File: src/rtl/mpu_pkg.sv
// -----------------------------------------------------------------------------
// mpu_pkg
// Shared types for the programmable MPU control stage: instruction opcode and
// register-code enums, ALU operation codes, the datapath control bundle and
// small helpers that slice the fixed 8-bit instruction format.
//
// Instruction format (8 bits):
//   [7:5] op   [4:3] dst   [2] unused   [1:0] src
//   JMP uses the low AW bits as the absolute target address.
// -----------------------------------------------------------------------------
package mpu_pkg;

  // Instruction width; the encoding below only fits 8 bits.
  localparam int IW = 8;

  // Default program depth.
  localparam int DEPTH_DEFAULT = 32;

  typedef enum logic [2:0] {
    OP_NOP  = 3'b000,
    OP_MOV  = 3'b001,
    OP_MOVM = 3'b010,
    OP_ADC  = 3'b011,
    OP_SBC  = 3'b100,
    OP_CLR  = 3'b101,
    OP_JMP  = 3'b110,
    OP_HALT = 3'b111
  } op_e;

  // Register codes shared by the dst/src fields, ce_o bit positions and the
  // ALU B-select.
  typedef enum logic [1:0] {
    REG_R0 = 2'b00,
    REG_R1 = 2'b01,
    REG_R2 = 2'b10,
    REG_A  = 2'b11
  } reg_e;

  typedef enum logic [2:0] {
    ALU_PASS_B = 3'b000,
    ALU_ADC    = 3'b001,
    ALU_SBC    = 3'b010
  } alu_op_e;

  // Control bundle driven into the datapath for one EXEC cycle.
  typedef struct packed {
    logic       clr;   // synchronous datapath clear
    logic [3:0] ce;    // [0..2] = R0..R2, [3] = A
    logic [2:0] w;     // per-R source: 1 = M[i], 0 = ALU result
    logic [1:0] sel;   // ALU B operand select (reg_e code)
    alu_op_e    s;     // ALU operation
  } ctrl_t;

  localparam ctrl_t CTRL_NONE = '{
    clr: 1'b0,
    ce:  4'b0000,
    w:   3'b000,
    sel: 2'b00,
    s:   ALU_PASS_B
  };

  // FSM states of the sequencer.
  typedef enum logic [1:0] {
    ST_IDLE   = 2'b00,
    ST_FETCH  = 2'b01,
    ST_EXEC   = 2'b10,
    ST_HALTED = 2'b11
  } state_e;

  function automatic op_e instr_op(input logic [IW-1:0] instr);
    return op_e'(instr[7:5]);
  endfunction

  function automatic reg_e instr_dst(input logic [IW-1:0] instr);
    return reg_e'(instr[4:3]);
  endfunction

  function automatic reg_e instr_src(input logic [IW-1:0] instr);
    return reg_e'(instr[1:0]);
  endfunction

endpackage

File: src/rtl/mpu_decoder.sv
// -----------------------------------------------------------------------------
// mpu_decoder
// Purely combinational decode of one instruction word into the datapath
// control bundle. Only meaningful while the sequencer is in EXEC; the
// sequencer masks the result in every other state.
//
// Ports
//   i_instr  in   IW      instruction word held in the sequencer's IR
//   o_ctrl   out  ctrl_t  decoded clr/ce/w/sel/s
// -----------------------------------------------------------------------------
module mpu_decoder
  import mpu_pkg::*;
(
  input  logic [IW-1:0] i_instr,
  output ctrl_t         o_ctrl
);

  op_e  w_op;
  reg_e w_dst;
  reg_e w_src;

  // Bit 2 carries no meaning in any opcode; the JMP target bits are consumed
  // by the sequencer's PC logic instead of here.
  logic w_unused;

  assign w_op     = instr_op(i_instr);
  assign w_dst    = instr_dst(i_instr);
  assign w_src    = instr_src(i_instr);
  assign w_unused = i_instr[2];

  always_comb begin
    // NOTE: the whole bundle gets a default before the case so every path
    // assigns every field and no latch is inferred.
    o_ctrl = CTRL_NONE;
    case (w_op)
      OP_MOV: begin
        // MOV A,A is legal: ce[3] with sel=A simply reloads A through PASS_B.
        o_ctrl.ce[w_dst] = 1'b1;
        o_ctrl.sel       = w_src;
        o_ctrl.s         = ALU_PASS_B;
      end
      OP_MOVM: begin
        o_ctrl.ce = 4'b0111;
        o_ctrl.w  = 3'b111;
      end
      OP_ADC: begin
        // Accumulator op: the dst field is ignored, result always goes to A.
        o_ctrl.ce  = 4'b1000;
        o_ctrl.sel = w_src;
        o_ctrl.s   = ALU_ADC;
      end
      OP_SBC: begin
        o_ctrl.ce  = 4'b1000;
        o_ctrl.sel = w_src;
        o_ctrl.s   = ALU_SBC;
      end
      OP_CLR: begin
        o_ctrl.clr = 1'b1;
      end
      default: begin
        // NOP, JMP and HALT touch no datapath enables.
        o_ctrl = CTRL_NONE;
      end
    endcase
  end

endmodule

File: src/rtl/mpu_sequencer.sv
// -----------------------------------------------------------------------------
// mpu_sequencer
// Programmable control stage for the 4-bit MPU datapath. Holds a DEPTH-word
// instruction RAM and runs a two-cycle FETCH/EXEC loop, driving the datapath
// control bus for exactly one cycle per instruction.
//
// Ports
//   clk          in   1    rising-edge clock
//   reset        in   1    asynchronous, active-high reset
//   start_i      in   1    run from address 0 (accepted in IDLE/HALTED only)
//   prog_we_i    in   1    program write strobe (accepted in IDLE/HALTED only)
//   prog_addr_i  in   AW   program write address
//   prog_data_i  in   IW   program write data
//   busy_o       out  1    high in FETCH/EXEC
//   done_o       out  1    one-cycle pulse on entry to HALTED
//   pc_o         out  AW   current program counter
//   clr_o        out  1    datapath synchronous clear
//   ce_o         out  4    register enables [0..2]=R0..R2, [3]=A
//   w_o          out  3    per-R mux: 1 = M[i], 0 = ALU result
//   sel_o        out  2    ALU B select
//   s_o          out  3    ALU op
// -----------------------------------------------------------------------------
module mpu_sequencer
  import mpu_pkg::*;
#(
  parameter  int DEPTH = DEPTH_DEFAULT,
  localparam int AW    = $clog2(DEPTH)
) (
  input  logic          clk,
  input  logic          reset,
  input  logic          start_i,
  input  logic          prog_we_i,
  input  logic [AW-1:0] prog_addr_i,
  input  logic [IW-1:0] prog_data_i,
  output logic          busy_o,
  output logic          done_o,
  output logic [AW-1:0] pc_o,
  output logic          clr_o,
  output logic [3:0]    ce_o,
  output logic [2:0]    w_o,
  output logic [1:0]    sel_o,
  output logic [2:0]    s_o
);

  // ---------------------------------------------------------------------------
  // Declarations
  // ---------------------------------------------------------------------------
  state_e        r_state;
  state_e        w_next_state;

  logic [IW-1:0] r_mem [DEPTH];
  logic [IW-1:0] r_instr;       // IR: word fetched in FETCH, decoded in EXEC
  logic [AW-1:0] r_pc;
  logic          r_first;       // first FETCH after an accepted start
  logic          r_done;

  logic          w_host_ok;     // host handshake only honoured when stopped
  logic          w_start;
  logic          w_write;
  op_e           w_op;
  logic          w_exec_halt;
  logic [AW-1:0] w_pc_inc;
  ctrl_t         w_ctrl;

  assign w_host_ok   = (r_state == ST_IDLE) || (r_state == ST_HALTED);
  assign w_start     = start_i   && w_host_ok;
  assign w_write     = prog_we_i && w_host_ok;
  assign w_op        = instr_op(r_instr);
  assign w_exec_halt = (r_state == ST_EXEC) && (w_op == OP_HALT);

  // Explicit wrap keeps non-power-of-two depths correct.
  assign w_pc_inc = (r_pc == AW'(DEPTH - 1)) ? '0 : r_pc + AW'(1);

  // ---------------------------------------------------------------------------
  // Decoder
  // ---------------------------------------------------------------------------
  mpu_decoder u_decoder (
    .i_instr (r_instr),
    .o_ctrl  (w_ctrl)
  );

  // ---------------------------------------------------------------------------
  // FSM: state register
  // ---------------------------------------------------------------------------
  always_ff @(posedge clk or posedge reset) begin
    // NOTE: sequential state uses non-blocking assignments so every flop
    // samples pre-edge values regardless of block evaluation order.
    if (reset) begin
      r_state <= ST_IDLE;
    end else begin
      r_state <= w_next_state;
    end
  end

  // ---------------------------------------------------------------------------
  // FSM: next-state logic
  // ---------------------------------------------------------------------------
  always_comb begin
    w_next_state = r_state;
    case (r_state)
      ST_IDLE,
      ST_HALTED: if (w_start) w_next_state = ST_FETCH;
      ST_FETCH:  w_next_state = ST_EXEC;
      ST_EXEC:   w_next_state = w_exec_halt ? ST_HALTED : ST_FETCH;
      default:   w_next_state = ST_IDLE;
    endcase
  end

  // ---------------------------------------------------------------------------
  // FSM: outputs
  // Controls are a function of state only, so an async reset forces them to
  // zero in the same cycle, even mid-EXEC.
  // ---------------------------------------------------------------------------
  always_comb begin
    busy_o = 1'b0;
    done_o = r_done;
    pc_o   = r_pc;
    clr_o  = 1'b0;
    ce_o   = 4'b0000;
    w_o    = 3'b000;
    sel_o  = 2'b00;
    s_o    = 3'b000;
    case (r_state)
      ST_FETCH: begin
        busy_o = 1'b1;
        // Clean datapath at the start of every run.
        clr_o  = r_first;
      end
      ST_EXEC: begin
        busy_o = 1'b1;
        clr_o  = w_ctrl.clr;
        ce_o   = w_ctrl.ce;
        w_o    = w_ctrl.w;
        sel_o  = w_ctrl.sel;
        s_o    = w_ctrl.s;
      end
      default: begin
        busy_o = 1'b0;
      end
    endcase
  end

  // ---------------------------------------------------------------------------
  // Program RAM
  // ---------------------------------------------------------------------------
  // NOTE: the RAM has no reset on purpose: the program must survive a reset,
  // and leaving it out keeps it mappable onto a plain RAM macro.
  always_ff @(posedge clk) begin
    if (w_write) begin
      r_mem[prog_addr_i] <= prog_data_i;
    end
  end

  // Synchronous read into the IR. A write committed together with start is
  // already in the array by the first FETCH edge, so that fetch sees it.
  always_ff @(posedge clk or posedge reset) begin
    if (reset) begin
      r_instr <= '0;
    end else if (r_state == ST_FETCH) begin
      r_instr <= r_mem[r_pc];
    end
  end

  // ---------------------------------------------------------------------------
  // Program counter
  // ---------------------------------------------------------------------------
  always_ff @(posedge clk or posedge reset) begin
    if (reset) begin
      r_pc <= '0;
    end else if (w_start) begin
      r_pc <= '0;
    end else if (r_state == ST_EXEC) begin
      case (w_op)
        OP_JMP:  r_pc <= r_instr[AW-1:0];
        OP_HALT: r_pc <= r_pc;
        default: r_pc <= w_pc_inc;
      endcase
    end
  end

  // ---------------------------------------------------------------------------
  // Run bookkeeping: first-FETCH flag and done pulse
  // ---------------------------------------------------------------------------
  always_ff @(posedge clk or posedge reset) begin
    if (reset) begin
      r_first <= 1'b0;
    end else if (w_start) begin
      r_first <= 1'b1;
    end else if (r_state == ST_FETCH) begin
      r_first <= 1'b0;
    end
  end

  // Set only by the HALT EXEC, so it lasts exactly the first HALTED cycle.
  always_ff @(posedge clk or posedge reset) begin
    if (reset) begin
      r_done <= 1'b0;
    end else begin
      r_done <= w_exec_halt;
    end
  end

endmodule

File: config.mk
export PLATFORM = sky130hd
export DESIGN_NAME = mpu_sequencer
export DESIGN_NICKNAME = d
export VERILOG_FILES = /design/src/rtl/mpu_pkg.sv /design/src/rtl/mpu_decoder.sv /design/src/rtl/mpu_sequencer.sv
export SDC_FILE = /design/constraint.sdc
export NUM_CORES = 1
export LEC_CHECK = 0
export CORE_UTILIZATION = 29
export CTS_CLUSTER_DIAMETER = 40
export DETAILED_ROUTE_END_ITERATION = 12
export GPL_TIMING_DRIVEN = 1
export PLACE_DENSITY = 0.47
export SYNTH_ARGS = -nofsm -noshare
export SYNTH_HDL_FRONTEND = slang
export SYNTH_SLANG_ARGS = --single-unit
export TNS_END_PERCENT = 20
File: constraint.sdc
create_clock -name clk -period 2.6 [get_ports clk]
set_input_delay 0.39 -clock clk [delete_from_list [all_inputs] [get_ports clk]]
set_output_delay 0.39 -clock clk [all_outputs]
set_load 0.01 [all_outputs]
**Word level (Yosys, flattened, before mapping)**

Memories as Yosys holds them, arrays and structs flattened. A register that Yosys moved wholly into a read port is not among the register bits.
Index checks and enable logic that the tools add are counted.

- Register bits after elaboration: 9
- RAM bits: 256
- Input port bits: 17
- Output and inout port bits: 20
- Logic and storage cells: 56
- Memories kept: 1

- Add/sub/neg operators: 1
- $lt $le $gt $ge: 2
- Equality and inequality tests: 13
- Muxes and demuxes: 23
- Reductions and logical operators: 12

Memory list:

| memory | words | width | rd ports | clocked after memory_dff | write ports | RTL line | RTL |
|---|---|---|---|---|---|---|---|
| r_mem | 32 | 8 | 1 | 1 | 1 | mpu_sequencer.sv:51 | `logic [IW-1:0] r_mem [DEPTH];` |

Operator list:

| cell | number |
|---|---|
| 5-bit two-way mux | 3 |
| 5-bit case mux with 3 select lines | 1 |
| 3-bit equality test, second input constant | 4 |
| 4-bit case mux with 3 select lines | 1 |
| 5-bit case mux with 2 select lines | 1 |
| 3-bit two-way mux | 3 |
| 1-bit two-way mux | 7 |
| 3-bit by 2-bit equality test with 1-bit output, second input constant | 2 |
| 2-bit two-way mux | 3 |
| 2-bit case mux with 3 select lines | 1 |
| 2-bit OR reduction | 3 |
| 5-bit by 1-bit adder with 5-bit output, second input constant | 1 |
| 5-bit equality test, second input constant | 1 |
| 2-bit equality test, second input constant | 2 |
| 1-bit logical AND | 4 |
| 4-bit two-way mux | 1 |
| 2-bit != test, second input constant | 2 |
| 2-bit nonzero test | 2 |
| 3-bit by 1-bit equality test with 1-bit output, second input constant | 1 |
| 2-bit by 3-bit < comparator with 1-bit output, second input constant | 1 |
| 1-bit demux with 2-bit select | 1 |
| 2-bit by 1-bit equality test with 1-bit output, second input constant | 1 |
| 2-bit by 1-bit greater-or-equal comparator with 1-bit output, second input constant | 1 |
| 2-bit logical NOT | 1 |
| 3 further kinds | 3 |

**Longest topological paths before layout**

Gate-level depths: netlist of run 1.

- Depth in word-level cells: 6
- Depth in mapped cells: 9
- Mapped depth without buffers: 6

**Modules after synthesis**

A second synthesis of run 1 with hierarchy kept.

- Cells, all modules: 661
- Area total of the unflattened synthesis: 11178.2 um^2

Modules (own cells, without submodules):

| module | times used | cells an instance | area each (um^2) | sequential area each (um^2) |
|---|---|---|---|---|
| mpu_sequencer | 1 | 639 | 11035.6 | 8112.8 |
| mpu_decoder | 1 | 22 | 142.6 | 0.0 |

**Worst setup path before layout of run 1**

OpenSTA, ideal clock, no wires.

- Path kind: flip-flop to flip-flop
- Start point: reg r_pc[2], in the netlist pc_o[2]
- End point: reg r_pc[2], in the netlist pc_o[2]
- Setup time: 0.078 ns
- Arrival: 2.095 ns
- Required time: 2.522 ns
- Path slack: 0.427 ns
- Stages on the path, launching flop included: 9
- Path buffers: 3
- Clock period less this slack: 2.173 ns
- Cell sequence: dfrtp_1 > buf_2 > buf_2 > buf_1 > and3_1 > ha_1 > or4b_1 > a21o_1 > a21oi_1

- Longest elaborated chain between the ends: 5
- Elaborated cells on any way between the ends: 6
- Those cells by class: 1 x add/sub; 1 x eq/ne; 4 x mux

Ends and longest elaborated chain:

| item | RTL line | RTL |
|---|---|---|
| start: declaration | mpu_sequencer.sv:53 | `logic [AW-1:0] r_pc;` |
| start signal: assignment | mpu_sequencer.sv:174 | `OP_JMP: r_pc <= r_instr[AW-1:0];` |
| start signal: assignment | mpu_sequencer.sv:175 | `OP_HALT: r_pc <= r_pc;` |
| start signal: assignment | mpu_sequencer.sv:176 | `default: r_pc <= w_pc_inc;` |
| 5-bit by 1-bit adder with 5-bit output or 5-bit equality test (tied branches) | mpu_sequencer.sv:72 | `assign w_pc_inc = (r_pc == AW'(DEPTH - 1)) ? '0 : r_pc + AW'(1);` |
| 5-bit two-way mux * | mpu_sequencer.sv:72 |  |
| 5-bit case mux with 2 select lines * | mpu_sequencer.sv:173 | `case (w_op)` |
| 5-bit two-way mux * | mpu_sequencer.sv:172 | `end else if (r_state == ST_EXEC) begin` |
| 5-bit two-way mux * | mpu_sequencer.sv:170 | `end else if (w_start) begin` |

Mark *: on every way between the ends. The rest lies on a longest branch, timed or not. The select of a mux whose other input is x is not followed.
A chain may end at the register's enable or synchronous reset.

**Worst setup path after layout of run 1**

- Start point: reg r_state[1]
- End point: out clr_o

- Longest elaborated chain between the ends: 2
- Elaborated cells on any way between the ends: 3
- Those cells by class: 2 x eq/ne; 1 x mux

Ends and longest elaborated chain:

| item | RTL line | RTL |
|---|---|---|
| start: declaration | mpu_sequencer.sv:48 | `state_e r_state;` |
| start signal: assignment | mpu_sequencer.sv:91 | `r_state <= w_next_state;` |
| 2-bit equality test or 2-bit by 1-bit equality test with 1-bit output (tied branches) | mpu_sequencer.sv:123 | `case (r_state)` |
| 1-bit case mux with 2 select lines * | mpu_sequencer.sv:123 |  |
| end: declaration | mpu_sequencer.sv:38 | `output logic clr_o,` |

Mark *: on every way between the ends. The rest lies on a longest branch, timed or not.

==> flow_metrics.tcl, run 1 <==
set metrics [dict create \
    status "completed" \
    first_iter_violations 447 \
    fp-row-count 71 \
    numCtsBuffers 39 \
    drt-pass1-iter-count 5 \
    cp.arrival_ns 2.10 \
    post-route-period-util_pct 95.9 \
    relSlewSlack_pct 52.0 \
    clk_latency_ns 0.52 \
    antennaDiodeCount 0 \
    timing.fmax_mhz 401 \
    ys_warn_count 0 \
    cp-end-kind "output pin" \
    crit_type "register to output pin" \
    place_congestion 0.839 \
    totalWireLength_mm 26.5 \
    rr_worst_depth 6 \
    setup_violations 0 \
    hold_viol 0 \
    drive_gt1_share_pct 25.0 \
    io_buffers 35 \
    final_common_cell "edfxtp_1" \
    ios 37 \
    cts_resized 0 \
    async_flop_share_pct 6.23 \
    cts_buffer_depth 3 \
    vias 6031 \
    netlist_area_um2 11100 \
    initial_core_util_pct 29.5 \
    wire_per_inst_um 21.0 \
    hpwl_mm 16.8 \
    synth_cells 624 \
    clock-root-buffer "clkbuf_16" \
    syn_nets 645 \
    grt_pass1_wl_mm 39.2 \
    worst_setup_path_start_kind "register" \
    power.density_nw_per_um2 1000 \
    die_area_um2 39100 \
    post_dp_cell_area_um2 12400 \
    cts.sinks 273 \
    core_area_um2 37700 \
    drv_cap 0 \
    post_cts_buffers 0 \
    synthFlopType "edfxtp_1" \
    clkSlewWorstSetupHoldPaths_ns 0.06 \
    tns_ns 0 \
    synth_cell_types 43 \
    viasPerCell 4.79 \
    seq_area_frac_synth_pct 73.0 \
    synthToLayoutAreaGrowth_pct 23.6 \
    worst_pin_slew_ns 0.719 \
    fin_skew_ns 0.00856 \
    gr-usage-all-layers_pct 13.8 \
    irDropWorstVdd_v 0.000520 \
    period_needed_ns 2.49 \
    critPathRequiredTime_ns 2.21 \
    critPathMaxFanout 7 \
    synth_edf_count 256 \
    cts_tree "done" \
    rr_startpoint "pc_o[0]$_DFFE_PP0P_" \
    leakagePower_nw 4.43 \
    route.detailed.drc 0 \
    antenna_found_initial 0 \
    die_height_um 198 \
    mostFrequentLayoutCells "256 x edfxtp_1, 59 x nor2_1, 54 x buf_4" \
    ys_ff_latch 273 \
    rsz0062_at_grt "false" \
    h-tree-depth 2 \
    grt-ovfl-total 0 \
    hold_buffers 0 \
    layout.nets 740 \
    grt_max_degree 51 \
    die_x_um 198 \
    final_area_um2 13700 \
    crit_start "r_state[1]$_DFFE_PP0P_" \
    hold_class "input pin to asynchronous set/reset pin" \
    first_global_vias 6187 \
    avgSynthCellArea_um2 17.8 \
    slew_violations 0 \
    antenna_left 0 \
]
## cell type report
class | instances | area (µm²)
multi-input combinational | 302 | 2770
sequential | 273 | 8120
timing repair buffer | 93 | 836
clock buffer | 43 | 1010
fill | 3551 | 23900
tap | 511 | 639
inverter | 10 | 37.5
clock inverter | 28 | 328
## per-layer routing
metal | global-route usage (%) | part of all wire, % | vias up
met5 | 0 | 0 | -
met4 | 5.94 | 3.7 | 0
met3 | 2.83 | 5.6 | 58
met2 | 21.1 | 45 | 180
met1 | 18.9 | 46 | 3120
li1 | - | - | 2673
## state kept, by name, summed over array words and instances (netlist names)
| signal | cells |
|---|---|
| r_mem | 256 |
| r_instr | 8 |
| pc_o | 5 |
| r_state | 2 |
| done_o | 1 |
| r_first | 1 |
## Yosys cell counts (2+ instances only)
cell type,count,share of area (%)
o221ai_1,5,0.39
ha_1,4,0.45
mux2_2,10,1.0
buf_1,3,0.10
nor3_1,13,0.59
and2_1,2,0.11
dfrtp_1,17,3.8
a32o_1,3,0.27
o211ai_1,3,0.20
clkbuf_1,16,0.54
nand2_1,15,0.51
mux2i_1,53,4.8
nand3b_1,3,0.20
a21oi_1,10,0.45
nand4_1,2,0.11
nor2b_1,5,0.28
o22ai_1,12,0.68
mux4_2,45,9.1
o22a_1,3,0.24
buf_2,9,0.41
o32ai_1,5,0.39
edfxtp_1,256,69
o21ai_0,7,0.32
a21o_1,5,0.34
or3_1,2,0.11
inv_1,9,0.30
buf_6,2,0.20
nor2_1,59,2.0
buf_4,8,0.54
a211oi_1,11,0.74
nand3_1,3,0.14
nand2b_1,13,0.73
## per-stage QoR
step           hold WS, ns  cells  power, mW  util, %  setup WS [ns]
5_1_grt              0.347   1260       14.3     36.5         0.0137
3_3_place_gp         0.475   1189       8.48     32.9          0.220
3_5_place_dp         0.478   1189       8.52     32.9          0.273
6_report             0.296   1260       13.8     36.5          0.106
2_1_floorplan        0.316    624       7.39        -          0.427
4_1_cts              0.288   1260       13.9     36.4        0.00581
## worst paths after layout
path | end | slack [ns]
worst max-delay path | clr_o | 0.11
worst min-delay path | r_first$_DFFE_PP0P_ | 0.30
worst max register to register | r_instr[6]$_DFFE_PP0N_ | 0.28
worst min register to register | r_first$_DFFE_PP0P_ | 0.49
max in group asynchronous | pc_o[0]$_DFFE_PP0P_ | 1.78
min in group clk | r_first$_DFFE_PP0P_ | 0.49
## critical path, stage by stage, from the launching register on
cell	delay, ns
dfrtp_1	0.40
inv_1	0.08
ha_1	0.33
a21oi_1	0.13
nor2_1	0.10
clkdlybuf4s50_1	0.54
## power breakdown
part / internal [mW] / total, mW / switching, mW
clock: 3.35 / 5.34 / 1.98
sequential: 5.00 / 5.24 / 0.246
combinational: 1.48 / 3.19 / 1.72
total: 9.82 / 13.8 / 3.95
## cell families (layout without fill, tap and decap cells)
family | count (synthesis) | count (layout) | synth area share (%)
AO/OA/AOI/OAI | 65 | 65 | 4.10
other | 1 | 1 | 0.0337
flip-flops | 273 | 273 | 73.0
buffers and inverters | 49 | 174 | 2.26
multiplexers | 108 | 108 | 14.9
AND/OR/NAND/NOR | 123 | 123 | 5.20
XOR/XNOR | 1 | 1 | 0.0788
adder cells (fa/ha/maj) | 4 | 4 | 0.450
Power figures use the tool's default switching activity.
==> run 2: changes to the inputs <==
Settings changed: CORE_MARGIN from default to 2.
==> flow_metrics.tcl, run 2 (synthesized netlist as in run 1, its figures left out) <==
set metrics [dict create \
    status "completed" \
    h-tree-depth 2 \
    register_area_um2 8120 \
    multi_input_area_um2 2770 \
    hold_buffers 0 \
    antenna_found_initial 0 \
    drt-pass1-iter-count 5 \
    worst_pin_slew_ns 0.732 \
    crit_start "r_instr[6]$_DFFE_PP0N_" \
    hold_viol 0 \
    die_area_um2 39900 \
    relSlewSlack_pct 51.1 \
    critPathRequiredTime_ns 2.21 \
    grt-ovfl-total 0 \
    grt_max_degree 33 \
    hpwl_mm 17.5 \
    first_iter_violations 480 \
    route.detailed.drc 0 \
    leakagePower_nw 4.46 \
    clkSlewWorstSetupHoldPaths_ns 0.06 \
    synthToLayoutAreaGrowth_pct 23.7 \
    hold_class "input pin to asynchronous set/reset pin" \
    num-fill-cells 3558 \
    timing.fmax_mhz 401 \
    die_x_um 200 \
    antennaDiodeCount 0 \
    cp.arrival_ns 2.10 \
    gr-usage-all-layers_pct 14.1 \
    irDropWorstVdd_v 0.000503 \
    mostFrequentLayoutCells "256 x edfxtp_1, 58 x nor2_1, 57 x buf_4" \
    post_cts_buffers 0 \
    die_height_um 200 \
    numCtsBuffers 40 \
    slew_violations 0 \
    final_common_cell "edfxtp_1" \
    clock-root-buffer "clkbuf_16" \
    rsz0062_at_grt "true" \
    cts.sinks 273 \
    viasPerCell 4.79 \
    rr_startpoint "pc_o[0]$_DFFE_PP0P_" \
    largest_reg_flops 256 \
    antenna_left 0 \
    crit_type "register to output pin" \
    power_mw 13.8 \
    totalWireLength_mm 27.5 \
    final_area_um2 13700 \
    first_global_vias 6337 \
    crit_slowest_cell "clkdlybuf4s50_1" \
    r2r_slack_ns 0.18 \
    worstReg2RegEnd "r_instr[5]$_DFFE_PP0N_" \
    io_buffers 35 \
    post-route-period-util_pct 95.9 \
    ios 37 \
    period_needed_ns 2.49 \
    crit_chain "nand2b_1, nor2_1, nand2_1, a21oi_1, clkdlybuf4s50_1" \
    post_dp_cell_area_um2 12400 \
    setup_violations 0 \
    layout.nets 742 \
    initial_core_util_pct 29.5 \
    fin_skew_ns 0.0132 \
    core_area_um2 37700 \
    top_register "r_mem" \
    vias 6058 \
    fp-row-count 71 \
    power.density_nw_per_um2 1010 \
    cp_slowest_stage_delay_ns 0.55 \
    cts_tree "done" \
    drive_gt1_share_pct 25.6 \
    drv_cap 0 \
    place_congestion 0.813 \
    critPathMaxFanout 10 \
    wire_per_inst_um 21.7 \
    crit_end "ce_o[1]" \
    rr_worst_depth 6 \
    utilization_pct 36.5 \
    cts_buffer_depth 3 \
    worst_setup_path_start_kind "register" \
    grt_pass1_wl_mm 40.9 \
    cp-end-kind "output pin" \
    clk_latency_ns 0.51 \
]
## run 2: worst min path at each step
stage,start,end,slack (ns),cells after the start
2_1_floorplan,reset,done_o$_DFF_PP0_,0.32,1
5_1_grt,reset,pc_o[4]$_DFFE_PP0P_,0.36,2
4_1_cts,reset,pc_o[4]$_DFFE_PP0P_,0.31,2
6_report,reset,pc_o[4]$_DFFE_PP0P_,0.31,2
3_5_place_dp,r_first$_DFFE_PP0P_,r_first$_DFFE_PP0P_,0.47,1
3_3_place_gp,r_first$_DFFE_PP0P_,r_first$_DFFE_PP0P_,0.47,1
## run 2: cell type report
class | count | share of cell area, %
Multi-Input combinational cell | 302 | 20.1
Tap cell | 511 | 4.65
Timing Repair Buffer | 94 | 5.97
Clock buffer | 44 | 7.62
Clock inverter | 30 | 2.28
Inverter | 10 | 0.273
Sequential cell | 273 | 59.1
## run 2: per-stage QoR
step	TNS (ns)	cells	worst slack, ns	hold slack [ns]
final	0	1264	0.105	0.309
after global routing	-0.0266	1264	-0.0266	0.361
after CTS	0	1264	0.00719	0.309
after detailed placement	0	1190	0.123	0.473
after global placement	0	1190	0.0754	0.467
after floorplan	0	624	0.427	0.316
## run 2: worst max-delay path: cells and delay by family, from the launching register on
| family | cells | cell delay, ns |
|---|---|---|
| buf+inv | 1 | 0.55 |
| flops | 1 | 0.49 |
| simple gates | 3 | 0.39 |
| compound gates | 1 | 0.15 |
## run 2: timing repair
action,in CTS,in global routing
cloned,0,0
endpoints found under the setup margin,5,9
resized for setup,3,5
## run 2: power breakdown
group	switching [mW]	leakage (nW)	internal, mW
registers	0.324	2.51	4.99
clock network	2.01	0.658	3.37
logic	1.68	1.30	1.46
## run 2: metal layers
metal	share of wire (%)	track usage (%)
met3	4.9	2.55
met5	0	0
met4	2.2	4.42
met2	47	22.4
met1	46	19.6
==> run 3: changes to the inputs <==
Settings changed: PLACE_DENSITY 0.47 to 0.48.
Clock period 2.6 ns to 2 ns, I/O delays scaled along.
==> flow_metrics.tcl, run 3 (synthesized netlist as in run 1, its figures left out) <==
set metrics [dict create \
    status "finished with violations" \
    violations "setup timing" \
    vias 6142 \
    route.detailed.drc 0 \
    drv_cap 0 \
    top_layer_used "met4" \
    place_congestion 0.878 \
    setup_violations 11 \
    wl_met3_mm 1.04 \
    crit_chain "buf_4, buf_4, buf_12, mux4_2, mux2i_4, buf_6, a21o_1, o22ai_1" \
    cts_buffer_depth 3 \
    final_cells 1313 \
    h-tree-depth 2 \
    leakagePower_nw 4.82 \
    die_height_um 200 \
    fin_skew_ns 0.0224 \
    gr-usage-all-layers_pct 13.6 \
    hold_class "input pin to asynchronous set/reset pin" \
    hold_viol 0 \
    viasPerCell 4.68 \
    period_needed_ns 2.10 \
    cts.sinks 273 \
    first_iter_violations 401 \
    slew_violations 0 \
    final_common_cell "edfxtp_1" \
    path_common_cell "buf_4" \
    post-place-cells 1224 \
    totalWireLength_mm 26.8 \
    power.density_nw_per_um2 1300 \
    crit_type "register to register" \
    critPathMaxFanout 16 \
    initial_core_util_pct 29.5 \
    wl_met2_mm 13.0 \
    cp-end-kind "register" \
    die_x_um 200 \
    worst_setup_path_start_kind "register" \
    post-route-period-util_pct 105 \
    numCtsBuffers 40 \
    drive_gt1_share_pct 34.7 \
    antennaDiodeCount 0 \
    num-fill-cells 3464 \
    layout.nets 796 \
    largest_reg_flops 256 \
    clock-root-buffer "clkbuf_16" \
    hpwl_mm 17.2 \
    timing.fmax_mhz 475 \
    core_area_um2 37700 \
    clkSlewWorstSetupHoldPaths_ns 0.05 \
    die_area_um2 39900 \
    io_buffers 35 \
    antenna_left 0 \
    grt_pass1_wl_mm 40.0 \
    first_global_vias 6398 \
    mostFrequentLayoutCells "256 x edfxtp_1, 99 x buf_4, 56 x nor2_1" \
    wire_per_inst_um 20.4 \
    clk_latency_ns 0.52 \
    wl_met1_mm 11.9 \
    ios 37 \
    setup_ws_ns -0.105 \
    cp.arrival_ns 2.49 \
    grt-ovfl-total 0 \
    cp_slowest_stage_delay_ns 0.48 \
    critPathRequiredTime_ns 2.39 \
    antenna_found_initial 0 \
    hold_buffers 0 \
    irDropWorstVdd_v 0.000531 \
    post-place-ws_ns -0.350 \
    synthToLayoutAreaGrowth_pct 28.7 \
    rsz0062_at_grt "true" \
    grt_max_degree 33 \
    top_register "r_mem" \
    drt-pass1-iter-count 5 \
    fp-row-count 71 \
    cts_tree "done" \
    crit_slowest_cell "dfrtp_4" \
]
==> run 3: through the flow <==
stage	utilization, %	setup TNS [ns]	power (mW)	cell area [µm²]	hold WS (ns)
after detailed placement	33.7	-3.57	11.4	12700	0.470
after global routing	38.0	-1.48	19.3	14300	0.125
after floorplan	-	-3.91	9.62	11100	0.226
after global placement	33.7	-3.32	11.4	12700	0.466
final	38.0	-0.638	18.6	14300	0.0803
after CTS	37.6	-0.921	18.5	14100	0.0616
==> run 3: final timing paths <==
kind	from	to	slack (ns)	depth (start not counted)
min reg2reg	r_first$_DFFE_PP0P_	r_first$_DFFE_PP0P_	0.51	1
max	pc_o[0]$_DFFE_PP0P_	r_instr[4]$_DFFE_PP0N_	-0.10	8
min	reset	r_state[0]$_DFFE_PP0P_	0.08	2
max reg2reg	pc_o[0]$_DFFE_PP0P_	r_instr[4]$_DFFE_PP0N_	-0.10	8
min in group clk	r_first$_DFFE_PP0P_	r_first$_DFFE_PP0P_	0.51	1
max in group asynchronous	reset	r_instr[6]$_DFFE_PP0N_	1.41	3
==> run 3: critical path, delay by kind of cell (launching register included) <==
family	cells	cell delay [ns]
muxes	2	0.71
DFF	1	0.48
AOI/OAI and AO/OA	2	0.18
buffers and inverters	4	0.60
==> run 3: layout make-up <==
type                    instances  area (µm²)  share of cell area (%)
repair buffers                148        1290                    9.00
inverters                      10        37.5                   0.262
flip-flops and latches        273        8120                    56.8
well taps                     511         639                    4.47
clock buffers                  45        1060                    7.43
multi-input cells             302        2910                    20.4
clock inverters                24         241                    1.69
==> run 3: what timing repair did <==
item / 4_1_cts / 5_1_grt
endpoints found under the setup margin: 26 / 14
buffers inserted: 7 / 13
endpoints found under the hold margin: 0 / 0
pin swaps: 3 / 1
gates resized for setup: 72 / 21
==> run 3: per-layer routing <==
metal,GRT usage [%],up-vias
met5,0,-
met4,5.29,0
met3,2.37,64
met2,22.8,155
met1,17.7,3129
li1,-,2794
==> run 3: where the power goes <==
part / switching, mW / total (mW) / leakage [nW] / internal [mW]
Sequential: 0.261 / 6.76 / 2.51 / 6.50
Clock: 2.48 / 6.71 / 0.640 / 4.23
Combinational: 2.56 / 5.10 / 1.67 / 2.55
